===== src/rtl/video_line_sequencer_pkg.sv =====
// video_line_sequencer_pkg: shared FSM encoding, counter widths and pixel-width legality for the line sequencer
// Contents: seq_state_t FSM encoding, counter width localparams, dsize_legal() helper.
package video_line_sequencer_pkg;

    typedef enum logic [1:0] {
        ST_IDLE,
        ST_WAIT_LINE,
        ST_IN_LINE,
        ST_DROP_LINE
    } seq_state_t;

    localparam int PIX_CNT_BITS  = 24;
    localparam int LINE_CNT_BITS = 12;
    localparam int DROP_CNT_BITS = 16;

    function automatic bit dsize_legal(int dsize);
        return dsize == 8 || dsize == 16 || dsize == 24 || dsize == 32;
    endfunction

endpackage


===== src/rtl/video_line_sequencer_edge_detect.sv =====
// edge_detect: registers the previous sample of a level and flags its rising and falling edges
// Ports: clk, rst_n (async active-low); d level in; rise/fall edge flags valid in the cycle d changes.
module edge_detect (
    input  logic clk,
    input  logic rst_n,
    input  logic d,
    output logic rise,
    output logic fall
);

    logic d_q;

    // Previous sample resets high so a level already high at reset release is not taken as a fresh edge.
    always_ff @(posedge clk or negedge rst_n) begin
        if (!rst_n) d_q <= 1'b1;
        else        d_q <= d;
    end

    // Edges are decoded against the registered history so the consumer can react in the same cycle.
    assign rise = d & ~d_q;
    assign fall = ~d & d_q;

endmodule


===== src/rtl/video_line_sequencer.sv =====
// video_line_sequencer: turns a vsync/de pixel stream into addressed, length-tagged line bursts for a video DMA writer
// Ports: stream_clk, stream_rst_n (async active-low); vsync/de/indata incoming video;
//   frame_baseaddr/line_stride/line_width/frame_height frame geometry sampled on vsync rise;
//   ds_ready downstream can take a new line; stream_in_sof/vld/data/baseaddr/length line bursts out;
//   frame_done end-of-frame pulse, drop_cnt saturating dropped-line count, len_err sticky length mismatch.
module video_line_sequencer
    import video_line_sequencer_pkg::*;
#(
    parameter int ADDR_BITS = 25,
    parameter int DSIZE     = 24
) (
    input  logic                     stream_clk,
    input  logic                     stream_rst_n,
    input  logic                     vsync,
    input  logic                     de,
    input  logic [DSIZE-1:0]         indata,
    input  logic [ADDR_BITS-1:0]     frame_baseaddr,
    input  logic [ADDR_BITS-1:0]     line_stride,
    input  logic [PIX_CNT_BITS-1:0]  line_width,
    input  logic [LINE_CNT_BITS-1:0] frame_height,
    input  logic                     ds_ready,
    output logic                     stream_in_sof,
    output logic                     stream_in_vld,
    output logic [DSIZE-1:0]         stream_in_data,
    output logic [ADDR_BITS-1:0]     stream_in_baseaddr,
    output logic [PIX_CNT_BITS-1:0]  stream_in_length,
    output logic                     frame_done,
    output logic [DROP_CNT_BITS-1:0] drop_cnt,
    output logic                     len_err
);

    if (!dsize_legal(DSIZE)) begin : g_bad_dsize
        $error("video_line_sequencer: DSIZE must be 8, 16, 24 or 32");
    end

    logic vsync_rise, vsync_fall_unused, de_rise, de_fall;

    edge_detect u_vsync_edge (
        .clk  (stream_clk),
        .rst_n(stream_rst_n),
        .d    (vsync),
        .rise (vsync_rise),
        .fall (vsync_fall_unused)
    );

    edge_detect u_de_edge (
        .clk  (stream_clk),
        .rst_n(stream_rst_n),
        .d    (de),
        .rise (de_rise),
        .fall (de_fall)
    );

    seq_state_t               state;
    logic [ADDR_BITS-1:0]     line_addr, stride_q;
    logic [PIX_CNT_BITS-1:0]  width_q, pix_cnt;
    logic [LINE_CNT_BITS-1:0] height_q, line_cnt, line_next;
    logic                     line_open, in_line, last_line;
    logic [ADDR_BITS-1:0]     start_addr;
    logic [PIX_CNT_BITS-1:0]  start_len;

    // A vsync in this cycle makes the freshly presented geometry govern a coincident de rise.
    assign start_addr = vsync_rise ? frame_baseaddr : line_addr;
    assign start_len  = vsync_rise ? line_width : width_q;
    assign line_open  = vsync_rise || state == ST_WAIT_LINE;
    assign in_line    = state == ST_IN_LINE;
    assign line_next  = line_cnt + 12'd1;
    assign last_line  = line_next == height_q;

    always_ff @(posedge stream_clk or negedge stream_rst_n) begin
        if (!stream_rst_n) begin
            state              <= ST_IDLE;
            line_addr          <= '0;
            stride_q           <= '0;
            width_q            <= '0;
            height_q           <= '0;
            line_cnt           <= '0;
            pix_cnt            <= '0;
            stream_in_sof      <= 1'b0;
            stream_in_vld      <= 1'b0;
            stream_in_data     <= '0;
            stream_in_baseaddr <= '0;
            stream_in_length   <= '0;
            frame_done         <= 1'b0;
            drop_cnt           <= '0;
            len_err            <= 1'b0;
        end else begin
            stream_in_sof <= 1'b0;
            frame_done    <= 1'b0;
            // New frame: latch geometry and abandon whatever line was in flight without a length check.
            if (vsync_rise) begin
                line_addr     <= frame_baseaddr;
                stride_q      <= line_stride;
                width_q       <= line_width;
                height_q      <= frame_height;
                line_cnt      <= '0;
                len_err       <= 1'b0;
                stream_in_vld <= 1'b0;
                state         <= ST_WAIT_LINE;
            end
            if (de_rise && line_open) begin
                if (ds_ready) begin
                    state              <= ST_IN_LINE;
                    stream_in_sof      <= 1'b1;
                    stream_in_vld      <= 1'b1;
                    stream_in_data     <= indata;
                    stream_in_baseaddr <= start_addr;
                    stream_in_length   <= start_len;
                    pix_cnt            <= 24'd1;
                end else begin
                    state    <= ST_DROP_LINE;
                    drop_cnt <= drop_cnt + {15'd0, ~&drop_cnt};
                end
            end else if (!vsync_rise && (in_line || state == ST_DROP_LINE)) begin
                if (de_fall) begin
                    line_addr     <= line_addr + stride_q;
                    line_cnt      <= line_next;
                    frame_done    <= last_line;
                    state         <= last_line ? ST_IDLE : ST_WAIT_LINE;
                    stream_in_vld <= 1'b0;
                    if (in_line && pix_cnt != width_q) len_err <= 1'b1;
                end else if (in_line) begin
                    stream_in_vld  <= 1'b1;
                    stream_in_data <= indata;
                    pix_cnt        <= pix_cnt + {23'd0, ~&pix_cnt};
                end
            end
        end
    end

endmodule


===== config.mk =====
export PLATFORM = sky130hd
export DESIGN_NAME = video_line_sequencer
export DESIGN_NICKNAME = d
export VERILOG_FILES = /design/src/rtl/video_line_sequencer_pkg.sv /design/src/rtl/video_line_sequencer_edge_detect.sv /design/src/rtl/video_line_sequencer.sv
export SDC_FILE = /design/constraint.sdc
export NUM_CORES = 1
export LEC_CHECK = 0
export ABC_AREA = 1
export CAP_MARGIN = 20
export CORE_ASPECT_RATIO = 1.5
export CORE_MARGIN = 1
export CORE_UTILIZATION = 35
export DETAILED_ROUTE_END_ITERATION = 10
export GPL_TIMING_DRIVEN = 0
export PLACE_DENSITY = 0.54
export SYNTH_ARGS = -nofsm -noshare
export SYNTH_HDL_FRONTEND = slang
export SYNTH_SLANG_ARGS = --single-unit
export TNS_END_PERCENT = 50

===== constraint.sdc =====
create_clock -name stream_clk -period 6.4 [get_ports stream_clk]
set_input_delay 1.28 -clock stream_clk [delete_from_list [all_inputs] [get_ports stream_clk]]
set_output_delay 1.28 -clock stream_clk [all_outputs]
set_load 0.01 [all_outputs]

# After elaboration in Yosys (flattened, before gate mapping)
# Index checks and enable logic that the tools add are counted.
totals:
  regBits: 219
  output_inout_bits: 93
  elab_cells: 91
  inputBits: 115
classes:
  bitwise_logic: 7
  n_mux: 41
  add_sub_neg: 4
  eq_ne: 7
  reduce_logical: 15
op_table:
  columns: ["operator", "n"]
  rows:
  - ["2-to-1 mux 24 bit", 11]
  - ["2-to-1 mux 25 bit", 4]
  - ["2-to-1 mux 12 bit", 4]
  - ["adder 25 bit", 1]
  - ["adder 24 x 1 -> 24 bit", 1]
  - ["!= test 24 bit", 1]
  - ["AND reduction 24 bit", 1]
  - ["2-to-1 mux 1 bit", 18]
  - ["adder 16 x 1 -> 16 bit", 1]
  - ["AND reduction 16 bit", 1]
  - ["adder 12 x 1 -> 12 bit (second input constant)", 1]
  - ["== test 12 bit", 1]
  - ["2-to-1 mux 2 bit", 4]
  - ["== test 2 bit (second input constant)", 2]
  - ["inverter 1 bit", 4]
  - ["AND reduction 2 bit", 2]
  - ["AND reduction 4 bit", 1]
  - ["nonzero test 2 bit", 2]
  - ["bitwise AND 1 bit", 3]
  - ["logical AND 1 bit", 3]
  - ["zero test 1 bit", 3]
  - ["== test 2 x 1 -> 1 bit (second input constant)", 1]
  - ["logical OR 1 bit", 2]
  - ["!= test 2 x 1 -> 1 bit (second input constant)", 1]
  - ["!= test 2 bit (second input constant)", 1]

# Logic depth before layout (Yosys ltp)
logic_depth:
  depth_word: 7
  ltp_mapped: 14
  mapped_depth_nobuf: 14

# Hierarchy
# A second synthesis with hierarchy kept.
hier_totals:
  cells_unflattened: 1498
  hier_area_um2: 11487.3
by_module_without_submodules:
  columns: ["module", "n_inst", "cells_per_inst", "area_each_um2", "seq_area_each_um2"]
  rows:
  - ["video_line_sequencer", 1, 1488, 11404.7, 5430.2]
  - ["edge_detect", 2, 5, 41.3, 26.3]

# Least setup slack after synthesis
# Ideal clock, no wire load.
synth_timing:
  path_kind: "input to register"
  from: "input port vsync"
  to: "register pix_cnt[16]"
  arrival_ps: 2346
  stages: 10
  setup_time_ps: 135
  required_time_ps: 6265
  slack_ps: 3919
  n_path_buf: 3
  cell_sequence: "nand2_1 -> o21ai_2 -> nand2_2 -> buf_6 -> a21oi_4 -> nand3_2 -> buf_6 -> buf_2 -> nand2_1 -> o31ai_1"
synth_via:
  elab_chain_cells: 5
  elab_cells_between_ends: 11
  cone_classes: "eq/ne: 2; mux: 1; bitwise: 1; reduce/logical: 7"
synth_lines:
  columns: ["element", "line", "text"]
  rows:
  - ["start, declared", "video_line_sequencer.sv:14", "input logic vsync,"]
  - ["bitwise AND 1 bit *", "video_line_sequencer_edge_detect.sv:20", "assign rise = d & ~d_q;"]
  - ["logical OR 1 bit or zero test 1 bit (tied branches)", "video_line_sequencer.sv:65, video_line_sequencer.sv:114", null]
  - ["logical AND 1 bit, on equally long branches", "video_line_sequencer.sv:101, video_line_sequencer.sv:114", null]
  - ["!= test 2 x 1 -> 1 bit (no line), or another cell as far along", null, null]
  - ["AND reduction 4 bit (no line)", null, null]
  - ["end signal, assigned", "video_line_sequencer.sv:125", "pix_cnt <= pix_cnt + {23'd0, ~&pix_cnt};"]
  - ["end, declared", "video_line_sequencer.sv:56", "logic [PIX_CNT_BITS-1:0] width_q, pix_cnt;"]
# Mark *: on every way between the ends. The rest lies on a longest branch, timed or not.
# A chain may end at the register's enable or synchronous reset.

# Final worst setup path
layout_timing:
  from: "input port vsync"
  to: "register stride_q[4]"
layout_via:
  elab_chain_cells: 1
layout_lines:
  columns: ["element", "line", "text"]
  rows:
  - ["bitwise AND 1 bit", "video_line_sequencer_edge_detect.sv:20", null]
  - ["end signal, assigned", "video_line_sequencer.sv:93", "stride_q <= line_stride;"]
  - ["end, declared", "video_line_sequencer.sv:55", "logic [ADDR_BITS-1:0] line_addr, stride_q;"]
# No other way between the ends.

==> results.sh <==
export IMPL_grt_pass1_vias=10480
export IMPL_route_detailed_drc=0
export IMPL_grt_total_usage=0.2251
export IMPL_synth_ff_type="dfrtp_1"
export IMPL_cts_buffers=24
export IMPL_cts_root_buf="clkbuf_16"
export IMPL_finalHoldWorstSlack_ns=0.4800
export IMPL_die_w_um=149.6
export IMPL_grt_ovfl_total=0
export IMPL_hold_class="reg2reg"
export IMPL_arrival_ns=3.63
export IMPL_p_clk_frac=0.246
export IMPL_peakVddDrop_mv=0.2315
export IMPL_routedWlPerCell_um=17.76
export IMPL_core_um2=32030
export IMPL_relSlewSlack=0.4325
export IMPL_postSynthCellCount=1416
export IMPL_timing_rr_end="pix_cnt[20]"
export IMPL_setup_slack_ns=3.247
export IMPL_via_count=10150
export IMPL_seq_area_frac_synth=0.4793
export IMPL_cp_max_fo=10
export IMPL_setup_worst_path_start="vsync"
export IMPL_grt_start_max_net_pins=113
export IMPL_drive_gt1_frac=0.06419
export IMPL_synth_largest_area_cell="dfrtp_1"
export IMPL_syn_nets=1561
export IMPL_grt_pass1_wl_um=57260
export IMPL_routed_via_density=4.882
export IMPL_start_util=0.3571
export IMPL_end_kind="flop"
export IMPL_area_delta_synth_final_pct=29.76
export IMPL_internal_power_w=0.003588
export IMPL_post_route_util=0.4634
export IMPL_timing_final_hold_violations=0
export IMPL_cts_repair_resize_count=0
export IMPL_r2r_start="pix_cnt[15]"
export IMPL_regToRegSetupSlack_ns=3.74
export IMPL_cts_hold_fix_buffers=0
export IMPL_drv_slew=0
export IMPL_ios=208
export IMPL_setup_viol=0
export IMPL_htree_num_levels=1
export IMPL_cellPowerDensity_nw_per_um2=381.0
export IMPL_cts_tree="built"
export IMPL_dieHeight_um=223.4
export IMPL_rows=80
export IMPL_dp_hpwl_um=28340
export IMPL_power_switching_w=0.002068
export IMPL_drtAntennaViolNets=0
export IMPL_finish_instance_area_um2=14840
export IMPL_cts_buffer_depth=3
export IMPL_final_cell_count_no_fill=2079
export IMPL_portBuffers=207
export IMPL_finalCriticalPeriod_ns=3.153
export IMPL_cts_setup_buffers=0
export IMPL_crit_path_start_kind="input port"
export IMPL_path_clk_slew_ns=0.07
export IMPL_crit_end="stride_q[4]"
export IMPL_synth_cell_types=43
export IMPL_syn_area_um2=11440
export IMPL_synthArstFlopShare=1.000
export IMPL_rsz0062_at_grt="no"
export IMPL_synth_warnings=0
export IMPL_criticalPathCategory="in2reg"
export IMPL_synth_edf_count=0
export IMPL_dieArea_um2=33420
export IMPL_power_frac_comb=0.378
export IMPL_pwr_share_seq=0.376
export IMPL_nets=1795
export IMPL_antenna_found_initial=2
export IMPL_fmax_mhz=317.1
export IMPL_syn_area_per_cell_um2=8.078
export IMPL_placed_cells=2034
export IMPL_synth_top_area_frac=0.4747
export IMPL_tightest_slew_ns=0.8513
export IMPL_status="completed"
export IMPL_cp_required_ns=6.88
export IMPL_period_share=0.4927
export IMPL_switching_share=0.3656
export IMPL_max_cap_viol_count=0
export IMPL_ff2ff_path_depth=13
export IMPL_dpl_worst_slack_ns=2.623
export IMPL_routabilityCongestion=0.9704
export IMPL_clkSinkCount=219
export IMPL_placed_area_um2=14060
export IMPL_firstDrtPassIters=5
export IMPL_ys_top_cells_by_area="dfrtp_1 47%, nand2_1 16%, o21ai_0 5.3%, inv_1 4.1%, ha_1 3.2%"
export IMPL_ys_seq_elements=219
export IMPL_clk_latency_ns=0.54
export IMPL_p_leak_nw=6.963
export IMPL_routed_wl_um=36920
export IMPL_clock_skew_ns=0.01726
export IMPL_drtIter0Drc=471
==> flip-flops by register name, indices dropped and copies added, names as in the netlist, 2 cells and up <==
signal              flops
width_q                24
pix_cnt                24
stream_in_length       24
height_q               12
line_cnt               12
line_addr              25
drop_cnt               16
stride_q               25
state                   2
stream_in_data         24
stream_in_baseaddr     25
==> power groups by stage <==
| stage | Sequential, W | Clock (W) | Combinational (W) |
|---|---|---|---|
| after floorplan | 0.00218 | 0 | 0.00110 |
| after global placement | 0.00214 | 0 | 0.00213 |
| after detailed placement | 0.00215 | 0 | 0.00215 |
| after CTS | 0.00213 | 0.00144 | 0.00216 |
| after global routing | 0.00218 | 0.00149 | 0.00238 |
| final | 0.00212 | 0.00139 | 0.00214 |
==> layout make-up <==
class	count	area, um2
Buffer	44	209.0
Timing Repair Buffer	208	2105
Antenna cell	2	5.005
Multi-Input combinational cell	1025	5266
Fill cell	3268	17190
Clock buffer	30	674.4
Tap cell	410	513.0
Sequential cell	219	5483
Clock inverter	13	107.6
Inverter	128	480.5
==> synthesized netlist by cell type (all sizes together), types with 3 or more instances <==
cell type,instances
nand4,38
xor2,19
dfrtp,217
xnor2,40
o21ai,126
nand3,67
nor4,3
inv,127
or2,24
nor2,86
o22ai,8
buf,26
nor3,12
o31ai,10
nand3b,6
o21bai,4
ha,29
mux2i,30
nand2,475
clkbuf,18
a21oi,39
==> stage by stage <==
stage          power [W]   TNS, ns
6_report        0.005656         0
3_3_place_gp    0.004267  -1238.74
4_1_cts         0.005729         0
5_1_grt         0.006047         0
3_5_place_dp    0.004301         0
2_1_floorplan   0.003280         0
==> worst min-delay path by stage <==
stage | start | to | slack [ns] | cells after the start
after floorplan | stride_q[0] | stride_q[0] | 0.45 | 2
after global placement | stream_in_data[2] | stream_in_data[2] | 0.46 | 2
after detailed placement | stream_in_data[3] | stream_in_data[3] | 0.46 | 2
after CTS | stream_in_data[21] | stream_in_data[21] | 0.48 | 2
after global routing | stream_in_data[13] | stream_in_data[13] | 0.50 | 2
final | stream_in_data[2] | stream_in_data[2] | 0.48 | 2
==> critical path, cell delays in order <==
cell,delay [ns]
clkdlybuf4s50_1,0.48
nand2_1,0.17
inv_1,0.30
clkbuf_1,0.62
clkbuf_1,0.52
nand2_1,0.16
nand2_1,0.09
==> cells by family after synthesis <==
logic type / synth area share
flops: 0.4793
xor+xnor: 0.04518
fa+ha+maj: 0.03347
compound gates: 0.08937
simple gates: 0.2661
buf+inv: 0.06027
mux: 0.02625
==> layer usage <==
metal | track usage | share of wire | vias to the layer above
li1 | - | - | 5052
met1 | 0.2462 | 0.39 | 4837
met2 | 0.4310 | 0.54 | 196
met3 | 0.02495 | 0.030 | 64
met4 | 0.08953 | 0.034 | 0
met5 | 0 | 0 | -
==> cells in the final DEF, fill, tap and decap left out, drive strengths merged, types with 39 or more instances in the layout <==
cell type and instances:
dfrtp 217, nand2 475, xnor2 40, nand3 67, o21ai 126, nor2 86
clkdlybuf4s50 206, a21oi 39, inv 128, clkbuf 48
No activity file was read; power rests on OpenSTA's default activity.
